[src/rtl/irq_mc_pkg.sv]
// irq_mc_pkg: shared FSM states, status codes and one-hot helper for the multi-channel irq handler
package irq_mc_pkg;
  typedef enum logic [2:0] {S_INIT, S_WAIT, S_SERVE, S_RELEASE, S_TMO} state_t;
  localparam logic [1:0] US_RESET = 2'b00;
  localparam logic [1:0] US_NORM  = 2'b01;
  localparam logic [1:0] US_SERV  = 2'b10;
  localparam logic [1:0] US_TMO   = 2'b11;
  function automatic logic [15:0] onehot(input logic [3:0] idx);
    return 16'(1) << idx;
  endfunction
endpackage

[src/rtl/irq_pick_arb.sv]
// irq_pick_arb: combinational fixed-priority / round-robin winner select
module irq_pick_arb #(
  parameter int NCH = 4,
  parameter bit RR_MODE = 1'b1,
  localparam int IDXW = $clog2(NCH)
) (
  input  logic [NCH-1:0]  cand,
  input  logic [IDXW-1:0] rr_ptr,
  output logic            valid,
  output logic [IDXW-1:0] idx
);
  function automatic logic [IDXW-1:0] pos(input logic [IDXW-1:0] p, input int i);
    return IDXW'(RR_MODE ? (int'(p) + i) % NCH : i);
  endfunction
  // scanning from the far end lets the nearest candidate overwrite the others
  always_comb begin
    valid = |cand;
    idx = '0;
    for (int i = NCH - 1; i >= 0; i--)
      if (cand[pos(rr_ptr, i)]) idx = pos(rr_ptr, i);
  end
endmodule

[src/rtl/irq_handler_mc.sv]
// irq_handler_mc: multi-channel interrupt arbiter with four-phase req/ack handshake and service timeout
module irq_handler_mc
  import irq_mc_pkg::*;
#(
  parameter int NCH = 4,
  parameter bit RR_MODE = 1'b1,
  parameter int TMO_CYCLES = 15,
  localparam int IDXW = $clog2(NCH)
) (
  input  logic            clock,
  input  logic            reset,
  input  logic [NCH-1:0]  req,
  input  logic [NCH-1:0]  en,
  input  logic            cont_eql,
  input  logic [NCH-1:0]  err_clr,
  output logic [NCH-1:0]  ack,
  output logic [IDXW-1:0] cc_mux,
  output logic [1:0]      uscite,
  output logic            enable_count,
  output logic            busy,
  output logic [NCH-1:0]  timeout_err
);
  localparam int CW = TMO_CYCLES == 0 ? 1 : $clog2(TMO_CYCLES + 1);
  localparam logic [CW-1:0] T_LAST = CW'(TMO_CYCLES == 0 ? 0 : TMO_CYCLES - 1);
  state_t state, state_n;
  logic [IDXW-1:0] rr_ptr, win;
  logic [CW-1:0] cnt;
  logic valid, grant, drop, tmo_hit;
  irq_pick_arb #(.NCH(NCH), .RR_MODE(RR_MODE)) u_arb (
    .cand(req & en), .rr_ptr(rr_ptr), .valid(valid), .idx(win)
  );
  // a dropped request wins over a timeout landing on the same cycle
  always_comb begin
    grant = state == S_WAIT && valid;
    drop = (state == S_SERVE || state == S_TMO) && !req[cc_mux];
    tmo_hit = state == S_SERVE && req[cc_mux] && TMO_CYCLES != 0 && cnt == T_LAST;
    state_n = state == S_INIT ? S_WAIT :
              grant ? S_SERVE :
              drop ? S_RELEASE :
              tmo_hit ? S_TMO :
              state == S_RELEASE ? S_WAIT : state;
  end
  always_ff @(posedge clock or posedge reset) begin
    if (reset) begin
      state <= S_INIT;
      ack <= '0;
      cc_mux <= '0;
      uscite <= US_RESET;
      enable_count <= 1'b0;
      busy <= 1'b0;
      timeout_err <= '0;
      rr_ptr <= '0;
      cnt <= '0;
    end else begin
      state <= state_n;
      enable_count <= state_n == S_SERVE || !cont_eql;
      cnt <= grant ? '0 : state == S_SERVE ? cnt + CW'(!(&cnt)) : cnt;
      timeout_err <= (timeout_err & ~err_clr) | (tmo_hit ? NCH'(onehot(4'(cc_mux))) : '0);
      if (state == S_INIT) uscite <= US_NORM;
      if (grant) begin
        cc_mux <= win;
        ack <= NCH'(onehot(4'(win)));
        uscite <= US_SERV;
        busy <= 1'b1;
      end
      if (drop || tmo_hit) ack <= '0;
      if (tmo_hit) uscite <= US_TMO;
      if (state == S_RELEASE) begin
        rr_ptr <= cc_mux == IDXW'(NCH - 1) ? '0 : cc_mux + 1'b1;
        uscite <= US_NORM;
        busy <= 1'b0;
      end
    end
  end
endmodule

[config.mk]
export PLATFORM = sky130hd
export DESIGN_NAME = irq_handler_mc
export DESIGN_NICKNAME = d
export VERILOG_FILES = /design/src/rtl/irq_mc_pkg.sv /design/src/rtl/irq_pick_arb.sv /design/src/rtl/irq_handler_mc.sv
export SDC_FILE = /design/constraint.sdc
export NUM_CORES = 1
export LEC_CHECK = 0
export ABC_AREA = 1
export BUFFER_PORTS_ARGS = -buffer_cell sky130_fd_sc_hd__clkbuf_2
export CAP_MARGIN = 20
export CORE_ASPECT_RATIO = 0.9
export CORE_MARGIN = 2
export CORE_UTILIZATION = 45
export CTS_BUF_LIST = sky130_fd_sc_hd__clkbuf_16
export CTS_CLUSTER_DIAMETER = 150
export DETAILED_ROUTE_END_ITERATION = 7
export PLACE_DENSITY = 0.65
export SYNTH_ARGS = -nofsm -noshare
export SYNTH_HDL_FRONTEND = slang
export SYNTH_HIERARCHICAL = 1
export SYNTH_SLANG_ARGS = --single-unit
[constraint.sdc]
create_clock -name clock -period 1.9 [get_ports clock]
set_input_delay 0 -clock clock [delete_from_list [all_inputs] [get_ports clock]]
set_output_delay 0 -clock clock [all_outputs]
set_load 0.1 [all_outputs]
==> run_results.csv, run 1 <==
group,metric,value,unit
place,gp_congestion,0.817,
worst_setup_path,critPathCapture,"ack[0]",
route,via_count,1290,
clocking,tritoncts,"built",
sta,finalClockSkew,3.38,ps
place,dp_hpwl,2.18,mm
sta,worstMarginPinSlew,548,ps
die,die_w,62.7,um
finish,syn2layout_area_growth,24.7,%
yosys,yosys.area.top_type,"dfrtp_1",
worst_setup_path,crit_buf_inv,2,
yosys,synthTopCellsByArea,"dfrtp_1 41%, nand2_1 18%, nand3_1 7.9%, inv_1 6.7%, ha_1 5.4%",
global_routing,grt_max_degree,24,
clocking,cts.sinks,23,
global_routing,grt_pass1_wl,5.22,mm
worst_setup_path,crit_path_cell_trace,"inv_2 -> nand2_1 -> nand2_1 -> nand2_2 -> nand2_1 -> nand2_1 -> nand2_1 -> nand2_1 -> nand2_1 -> inv_1 -> nor2_1 -> nand3_1 -> o21ai_1",
power,power.density,592,nW/um2
yosys,seq_area_frac_synth,41.3,%
die,dieArea,3560,um2
sta,fmax,635,MHz
sta,drv_slew,0,
yosys,syn-cell-area,1390,um2
clocking,path_clk_slew,60,ps
yosys,synth_cell_types,23,
yosys,synth_cells,191,
place,io_buffer_count,28,
yosys,synth_edf_count,0,
finish,post-route-util,58.0,%
die,die_y,56.8,um
worst_setup_path,crit_type,"flip-flop to flip-flop",
worst_setup_path,max_stage_delay,460,ps
finish,fin_nets,252,
global_routing,grt_pass1_vias,1245,
worst_setup_path,r2r_setup_slack,330,ps
clocking,htreeDepth,1,
die,core_area,3000,um2
outcome,outcome,"finished, final reports clean",
route,wl_per_cell,10.6,um
worst_setup_path,r2r_cells,13,
yosys,yosys-top-cells-count,"65 x nand2_1, 25 x inv_1, 23 x dfrtp_1",
worst_setup_path,reg2reg_to,"ack[0]",
sta,finalSetupTns,0,ps
sta,max-slew-margin-rel,63.6,%
finish,insertedDiodeCount,0,
power,peakVddDrop,591,uV
sta,setup_violations,0,
yosys,ys_async_sr_fraction,100,%
sta,finalHoldViolCount,0,
worst_setup_path,crit_family,"simple AND/OR/NAND/NOR gates",
min_path,hp-class,"input port to flip-flop",
yosys,synth_top_area_share,41.3,%
power,power.leakage,0.973,nW
die,num_io_pins,29,
sta,rsz0062_at_grt,"false",
global_routing,antenna_found_initial,0,
route,first_iter_violations,71,
clocking,cts_resized,0,
yosys,ys_ff_latch,23,
clocking,cts_root_buffer,"clkbuf_16",
worst_setup_path,end_kind,"flip-flop",
route,antenna_left,0,
finish,fill_cells,290,
worst_setup_path,worstPathMaxFanout,8,
yosys,yosysMostFrequentCell,"nand2_1",
sta,final.period_utilization,82.9,%
worst_setup_path,crit_required,2080,ps
yosys,ys_warn_count,6,
route,drc,0,
global_routing,track_usage,18.6,%
die,initial_utilization,46.5,%
die,rows,19,
sta,min_period,1570,ps
route,vias_per_cell,4.74,
worst_setup_path,worstSetupPathDepth,13,
yosys,synth-main-ff-cell,"dfrtp_1",
yosys,syn-num-nets,212,
worst_setup_path,crit_path_start_kind,"flip-flop",
route,dr.pass1.iters,4,
worst_setup_path,critPathSlowestCell,"dfrtp_1",
global_routing,grt_overflow_total,0,
yosys,avgSynthCellArea,7.30,um2
worst_setup_path,cp.arrival,1760,ps
clocking,clockBufferDepth,2,
job,drv.max_cap_violation_count,0,
worst_setup_path,rr_startpoint,"rr_ptr[0]",
route,drt_wl_total,2.89,mm
worst_setup_path,crit_path_start,"rr_ptr[0]",
finish,drive_gt1_share,23.9,%
clocking,clock_latency,260,ps
worst_setup_path,cp_common_cell,"nand2_1",
clocking,cts_buffers,3,
clocking,cts_setup_buffers,0,
[state kept, by name, summed over array words and instances (netlist names)]
register and flops:
ack 4, cnt 4, timeout_err 4, state 3
cc_mux 2, rr_ptr 2, uscite 2, busy 1
enable_count 1
[per-stage QoR]
stage	setup WS (ps)	std cells	power, mW	hold WS, ps	instance area [um2]
4_1_cts	317	272	1.04	278	1740
3_3_place_gp	438	262	0.580	33.4	1600
5_1_grt	67.3	272	1.08	302	1740
2_1_floorplan	301	191	0.554	1.78	1400
6_report	326	272	1.03	276	1740
3_5_place_dp	341	262	0.582	38.7	1600
[cell usage in the layout, fill, tap and decap left out, types with 3 or more instances in the layout]
master / Yosys / final
a21oi_1: 5 / 5
dfrtp_1: 23 / 21
inv_1: 25 / 26
ha_1: 6 / 6
nand3_1: 22 / 22
dlygate4sd3_1: 0 / 6
nand2_2: 4 / 4
o21ai_0: 9 / 9
inv_2: 6 / 6
nor2_1: 8 / 8
nand2_1: 65 / 65
nand2_4: 3 / 3
clkbuf_16: 0 / 3
clkbuf_2: 0 / 28
[report_power, final]
group | internal, mW | switching, mW | total, mW
Combinational | 0.0354 | 0.0550 | 0.0904
Sequential | 0.491 | 0.000251 | 0.491
Clock | 0.281 | 0.167 | 0.448
[worst register-to-register path, cell delays in order, from the launching register on]
cell     delay, ps
dfrtp_1        460
inv_2          150
nand2_1         60
nand2_1         90
nand2_2         60
nand2_1         70
nand2_1         70
nand2_1         60
nand2_1         40
nand2_1         50
inv_1           70
nor2_1         100
nand3_1         80
o21ai_1        140
[routing by layer]
metal	wire [um]	GRT usage, %	up-vias	part of all wire [%]
li1	-	-	678	-
met1	1430	24.2	576	49
met2	1280	30.3	32	44
met3	160	5.41	4	5.5
met4	22	5.08	0	0.76
met5	0	0	-	0
[worst min path at each step]
stage	startpoint	to	slack, ps	cells past startpoint
6_report	req[0]	timeout_err[2]	280	7
5_1_grt	req[0]	timeout_err[2]	300	7
4_1_cts	req[0]	timeout_err[2]	280	7
3_5_place_dp	reset	cnt[3]	40	3
3_3_place_gp	reset	cnt[3]	30	3
2_1_floorplan	reset	ack[0]	2	1
[kinds of logic (layout without fill, tap and decap cells)]
| family | after synthesis | in the layout | synth area share, % |
|---|---|---|---|
| flops | 23 | 23 | 41.3 |
| buf+inv | 32 | 71 | 8.71 |
| fa+ha+maj | 6 | 6 | 5.39 |
| simple gates | 109 | 109 | 36.1 |
| compound gates | 21 | 21 | 8.53 |
[what timing repair did]
| action | in CTS | in global routing |
|---|---|---|
| hold buffers | 6 | 0 |
| endpoints found under the setup margin | 0 | 0 |
| hold endpoints to repair | 28 | 0 |
[layout make-up]
cell class | instances | area (um2) | area share (%)
Inverter | 31 | 116 | 6.70
Multi-Input combinational cell | 136 | 697 | 40.1
Clock inverter | 1 | 3.75 | 0.216
Clock buffer | 3 | 75.1 | 4.32
Tap cell | 42 | 52.6 | 3.02
Sequential cell | 23 | 578 | 33.3
Timing Repair Buffer | 36 | 215 | 12.4
Power figures use the tool's default switching activity.
==> run 2, diff against run 1 <==
Clock period 1.9 ns to 1.5 ns, I/O delays scaled along.
==> run 2 against run 1 <==
Effect of this change: the run now ends with setup timing left; non-clock buffer count rose by 9; critical path depth fell by 1; sequential power rose by 27%; routed wire length rose by 12%; global-route usage barely moved; final area rose by 7.1%; die area did not move; critical endpoint unchanged; largest power group unchanged.
==> run_results.csv, run 2 (synthesis results as in run 1) <==
group,metric,value,unit
outcome,outcome,"complete, but fails checks",
outcome,violations,"setup timing",
job,drv.max_cap_violation_count,0,
worst_setup_path,critPathCapture,"ack[0]",
sta,worstMarginPinSlew,541,ps
route,drc,0,
worst_setup_path,crit_buf_inv,2,
global_routing,grt_util_met2,31.8,%
worst_setup_path,reg2reg_to,"ack[0]",
power,p_total,1.33,mW
worst_setup_path,crit_path_cell_trace,"clkinv_4 -> nand2_2 -> nand3_1 -> nand2_1 -> nand2_2 -> nand2_1 -> nand2_1 -> nand2_1 -> inv_2 -> nor2_2 -> nand3_1 -> o21ai_1",
route,first_iter_violations,50,
power,clkPwrFrac,43.4,%
finish,insertedDiodeCount,0,
route,antenna_left,0,
die,core_area,3000,um2
power,power.density,713,nW/um2
power,switching_share,22.5,%
place,gp_congestion,0.786,
clocking,cts_root_buffer,"clkbuf_16",
power,intPower,1.03,mW
route,dr.pass1.iters,4,
clocking,clockBufferDepth,2,
worst_setup_path,worstPathMaxFanout,8,
sta,min_period,1540,ps
worst_setup_path,cp_common_cell,"nand2_1",
global_routing,grt_max_degree,16,
power,p_comb_share,9.7,%
sta,drv_slew,0,
finish,syn2layout_area_growth,33.5,%
worst_setup_path,cp.arrival,1720,ps
worst_setup_path,crit_family,"simple AND/OR/NAND/NOR gates",
worst_setup_path,crit_type,"flip-flop to flip-flop",
route,wl_per_cell,11.5,um
clocking,cts_buffers,3,
die,die_y,56.8,um
worst_setup_path,rr_startpoint,"rr_ptr[0]",
sta,setup_violations,2,
sta,max-slew-margin-rel,64.1,%
sta,finalClockSkew,5.22,ps
die,rows,19,
worst_setup_path,end_kind,"flip-flop",
global_routing,track_usage,18.6,%
worst_setup_path,crit_path_start,"rr_ptr[0]",
global_routing,grt_pass1_vias,1244,
sta,fmax,650,MHz
global_routing,use_met3,4.01,%
place,io_buffer_count,28,
global_routing,antenna_found_initial,0,
die,initial_utilization,46.5,%
sta,finalHoldViolCount,0,
worst_setup_path,crit_path_start_kind,"flip-flop",
power,p_sw,0.299,mW
finish,reg_top3,"ack x4, cnt x4, timeout_err x4",
clocking,clock_latency,260,ps
power,power.leakage,1.01,nW
min_path,hp-class,"input port to async pin",
clocking,tritoncts,"built",
sta,worst_slack,-39.0,ps
clocking,htreeDepth,1,
route,via_count,1342,
route,vias_per_cell,4.78,
worst_setup_path,worstSetupPathDepth,12,
finish,layout_commonest_cell,"nand2_1",
sta,final.period_utilization,103,%
power,peakVddDrop,589,uV
die,num_io_pins,29,
global_routing,use_met1,23.7,%
global_routing,grt.busiest_layer,"met2",
finish,fin_nets,261,
worst_setup_path,crit_required,1680,ps
worst_setup_path,critPathSlowestCell,"dfrtp_2",
sta,finalSetupTns,-44.3,ps
die,dieArea,3560,um2
finish,drive_gt1_share,34.7,%
finish,mostFrequentLayoutCells,"54 x nand2_1, 28 x clkbuf_2, 22 x inv_1",
global_routing,grt_pass1_wl,5.23,mm
worst_setup_path,r2r_setup_slack,-40,ps
clocking,cts.sinks,23,
power,p_seq_share,46.9,%
route,drt_wl_total,3.23,mm
clocking,path_clk_slew,60,ps
sta,rsz0062_at_grt,"true",
die,die_w,62.7,um
worst_setup_path,r2r_cells,12,
worst_setup_path,max_stage_delay,450,ps
place,dp_hpwl,2.36,mm
global_routing,grt_overflow_total,0,
-- run 2: cell count changes in the layout (fill, tap and decap cells not counted), sizes merged --
cell / change
buf: +9
clkinv: +1
inv: -1
-- run 2: worst min-delay path, cell delays in order --
cell,delay (ps)
dlygate4sd3_1,530
clkbuf_2,100
inv_1,270
-- run 2: how the worst min path moves through the flow --
stage / slack, ps / cells after the start / start / to
4_1_cts: 240 / 3 / reset / timeout_err[1]
2_1_floorplan: 2 / 1 / reset / ack[0]
3_5_place_dp: -40 / 2 / reset / timeout_err[1]
3_3_place_gp: -50 / 2 / reset / timeout_err[1]
6_report: 230 / 3 / reset / timeout_err[3]
5_1_grt: 260 / 3 / reset / timeout_err[1]
-- run 2: layer usage --
layer  part of all wire [%]  vias to the layer above
li1                       -                      698
met3                    3.6                        2
met2                     48                       27
met4                   0.65                        0
met5                      0                        -
met1                     48                      615
-- run 2: stage by stage --
step	utilization (%)	cell area [um2]	std cells	setup slack, ps	hold slack [ps]
floorplan	-	1400	191	27.2	1.97
global placement	54.1	1620	264	34.2	-52.9
detailed placement	54.1	1620	264	-52.2	-39.9
CTS	59.2	1770	275	4.47	239
global route	62.1	1860	281	-147	262
finish	62.1	1860	281	-39.0	232
-- run 2: repair_timing --
item	CTS	global route
hold buffers	6	0
resized for setup	5	18
hold endpoints to repair	13	0
setup buffers	1	6
endpoints found under the setup margin	3	9
pin swaps	3	9
-- run 2: layout make-up --
type | count | area [um2]
well taps | 42 | 52.6
repair buffers | 45 | 283
fillers | 279 | 1130
multi-input cells | 136 | 737
clock inverters | 1 | 3.75
clock buffers | 3 | 75.1
flip-flops and latches | 23 | 586
inverters | 31 | 124
-- run 2: power by group through the flow --
stage                     combinational, mW  clock (mW)  sequential (mW)
after CTS                             0.119       0.580            0.622
after global routing                  0.144       0.611            0.622
after global placement                0.101           0            0.634
final                                 0.129       0.576            0.622
after detailed placement              0.105           0            0.634
after floorplan                      0.0578           0            0.644
==> run 3, diff against run 2 <==
Settings changed: ABC_AREA 1 to default, GPL_ROUTABILITY_DRIVEN from default to 0.
==> run 3 against run 2 <==
Effect of this change: the flow still finishes with violations (setup timing); highest routed layer unchanged; final area down 6.1%; sequential cell count unchanged; die area is 8.6% lower; count of clock-buffer cells in the layout did not move; via count fell by 16%; final cell count fell by 27%; critical path type unchanged; clock skew shrank 3.4 ps; global-route usage is 2.5 points higher; register-to-register slack got worse by 240 ps.
==> run_results.csv, run 3 <==
group,metric,value,unit
sta,worst_slack,-282,ps
sta,rsz0062_at_grt,"true",
place,dp_hpwl,2.37,mm
clocking,clock_latency,260,ps
worst_setup_path,rr_startpoint,"cc_mux[0]",
clocking,path_clk_slew,60,ps
finish,layout_commonest_cell,"clkbuf_2",
min_path,hp-start,"err_clr[2]",
global_routing,grt_pass1_vias,1047,
yosys,synth_top_area_share,45.5,%
route,drc,0,
sta,worstMarginPinSlew,548,ps
job,drv.max_cap_violation_count,0,
sta,drv_slew,0,
worst_setup_path,crit_required,1640,ps
finish,instances_no_fill,205,
yosys,synth_cells,125,
die,die_w,59.9,um
die,dieArea,3250,um2
yosys,synth-main-ff-cell,"dfrtp_1",
sta,min_period,1780,ps
yosys,seq_area_frac_synth,45.5,%
yosys,synth_compound_area_share,18.3,%
sta,final.period_utilization,119,%
sta,finalClockSkew,1.87,ps
route,antenna_left,0,
route,wl_per_cell,16.0,um
yosys,syn-cell-area,1260,um2
global_routing,grt_max_degree,14,
global_routing,grt_pass1_wl,4.98,mm
clocking,htreeDepth,1,
global_routing,grt_overflow_total,0,
worst_setup_path,crit_type,"flip-flop to flip-flop",
worst_setup_path,crit_path_cell_trace,"mux4_2 -> nor4b_4 -> o221ai_2 -> a32o_1",
finish,fin_nets,197,
worst_setup_path,crit_family,"multiplexers",
sta,fmax,561,MHz
worst_setup_path,reg2reg_to,"ack[3]",
finish,post-route-util,64.7,%
yosys,synthTopCellsByArea,"dfrtp_1 45%, ha_1 5.9%, a21oi_1 3.6%, nand2_1 3.6%, a22o_1 2.8%",
power,power.density,2230,nW/um2
worst_setup_path,crit_buf_inv,0,
yosys,yosysMostFrequentCell,"dfrtp_1",
power,p_total,3.89,mW
route,first_iter_violations,40,
finish,syn2layout_area_growth,38.2,%
finish,drive_gt1_share,43.4,%
yosys,yosys.area_share.simple,19.9,%
clocking,clockBufferDepth,2,
worst_setup_path,r2r_setup_slack,-280,ps
sta,finalHoldViolCount,0,
clocking,cts.sinks,23,
route,vias_per_cell,5.47,
outcome,violations,"setup timing",
yosys,ys_warn_count,6,
worst_setup_path,max_stage_delay,580,ps
worst_setup_path,cp.arrival,1930,ps
yosys,synth_cell_types,41,
die,core_area,2700,um2
min_path,hp-class,"input port to flip-flop",
min_path,hold_path_end,"timeout_err[2]",
yosys,yosys-top-cells-count,"23 x dfrtp_1, 12 x nand2_1, 9 x a21oi_1",
sta,finalSetupTns,-2510,ps
place,io_buffer_count,28,
yosys,ys_ff_latch,23,
yosys,yosys.area.top_type,"dfrtp_1",
sta,max-slew-margin-rel,63.6,%
worst_setup_path,worstPathMaxFanout,5,
route,via_count,1122,
yosys,synth_edf_count,0,
place,dpl_cell_area,1550,um2
outcome,outcome,"complete, but fails checks",
power,power.leakage,0.841,nW
global_routing,antenna_found_initial,0,
yosys,synth_top_family_by_area,"simple AND/OR/NAND/NOR gates",
yosys,synth-xor-area-share,1.38,%
finish,reg_top3,"ack x4, cnt x4, timeout_err x4",
place,dp_cells,195,
sta,setup_violations,14,
min_path,min_path_cells,3,
yosys,ys_async_sr_fraction,100,%
finish,insertedDiodeCount,0,
die,num_io_pins,29,
yosys,avgSynthCellArea,10.1,um2
route,dr.pass1.iters,4,
clocking,cts_root_buffer,"clkbuf_16",
finish,design_area,1750,um2
worst_setup_path,end_kind,"flip-flop",
die,initial_utilization,46.8,%
die,rows,18,
power,peakVddDrop,1520,uV
yosys,syn-num-nets,146,
global_routing,track_usage,21.1,%
route,drt_wl_total,3.27,mm
clocking,tritoncts,"built",
finish,mostFrequentLayoutCells,"28 x clkbuf_2, 20 x dfrtp_1, 19 x buf_4",
die,die_y,54.3,um
place,dp_slack,-276,ps
worst_setup_path,critPathSlowestCell,"mux4_2",
worst_setup_path,crit_path_start_kind,"flip-flop",
worst_setup_path,r2r_cells,4,
yosys,synthMuxAreaShare,3.46,%
clocking,cts_buffers,3,
yosys,synth_fa_ha_area_share,6.73,%
sta,hold_ws,18.7,ps
run 3: cell families after synthesis:
family / Yosys count
flops: 23
mux: 3
xor+xnor: 2
compound gates: 34
fa+ha+maj: 7
simple gates: 43
buf+inv: 13
run 3: cell type report:
class	count	area (um2)
Fill cell	236	955
Multi-Input combinational cell	89	694
Sequential cell	23	582
Timing Repair Buffer	51	325
Clock buffer	3	75.1
Tap cell	30	37.5
Inverter	8	30.0
Clock inverter	1	3.75
run 3: where the power goes:
part / switching, mW / leakage [nW] / internal [mW] / total (mW)
logic: 1.57 / 0.505 / 0.734 / 2.30
clock network: 0.217 / 0.0423 / 0.356 / 0.573
registers: 0.191 / 0.293 / 0.826 / 1.02
total: 1.97 / 0.841 / 1.92 / 3.89
run 3: worst max-delay path by stage:
stage | slack (ps) | depth (start not counted) | end | from
after global routing | -340 | 4 | ack[3] | cc_mux[0]
after floorplan | -500 | 4 | ack[3] | cc_mux[0]
final | -280 | 4 | ack[3] | cc_mux[0]
after CTS | -250 | 4 | ack[3] | cc_mux[0]
after global placement | -240 | 4 | ack[3] | cc_mux[0]
after detailed placement | -280 | 4 | ack[3] | cc_mux[0]
run 3: metal layers:
| layer | wire length, um | GRT usage, % | vias to the layer above |
|---|---|---|---|
| li1 | - | - | 545 |
| met3 | 129 | 4.02 | 5 |
| met5 | 0 | 0 | - |
| met4 | 34 | 6.67 | 0 |
| met2 | 1570 | 33.9 | 27 |
| met1 | 1540 | 28.9 | 545 |
run 3: what timing repair did:
| action | CTS | global route |
|---|---|---|
| gates resized for setup | 6 | 11 |
| pin swaps | 2 | 2 |
| cloned | 0 | 0 |
| hold endpoints to repair | 11 | 0 |
| hold buffers | 2 | 0 |
| setup buffers | 1 | 4 |
| setup endpoints to repair | 14 | 19 |
run 3: worst min-delay path, cell delays in order:
cell and delay [ps]:
clkbuf_2 80, inv_1 40, a22o_1 120
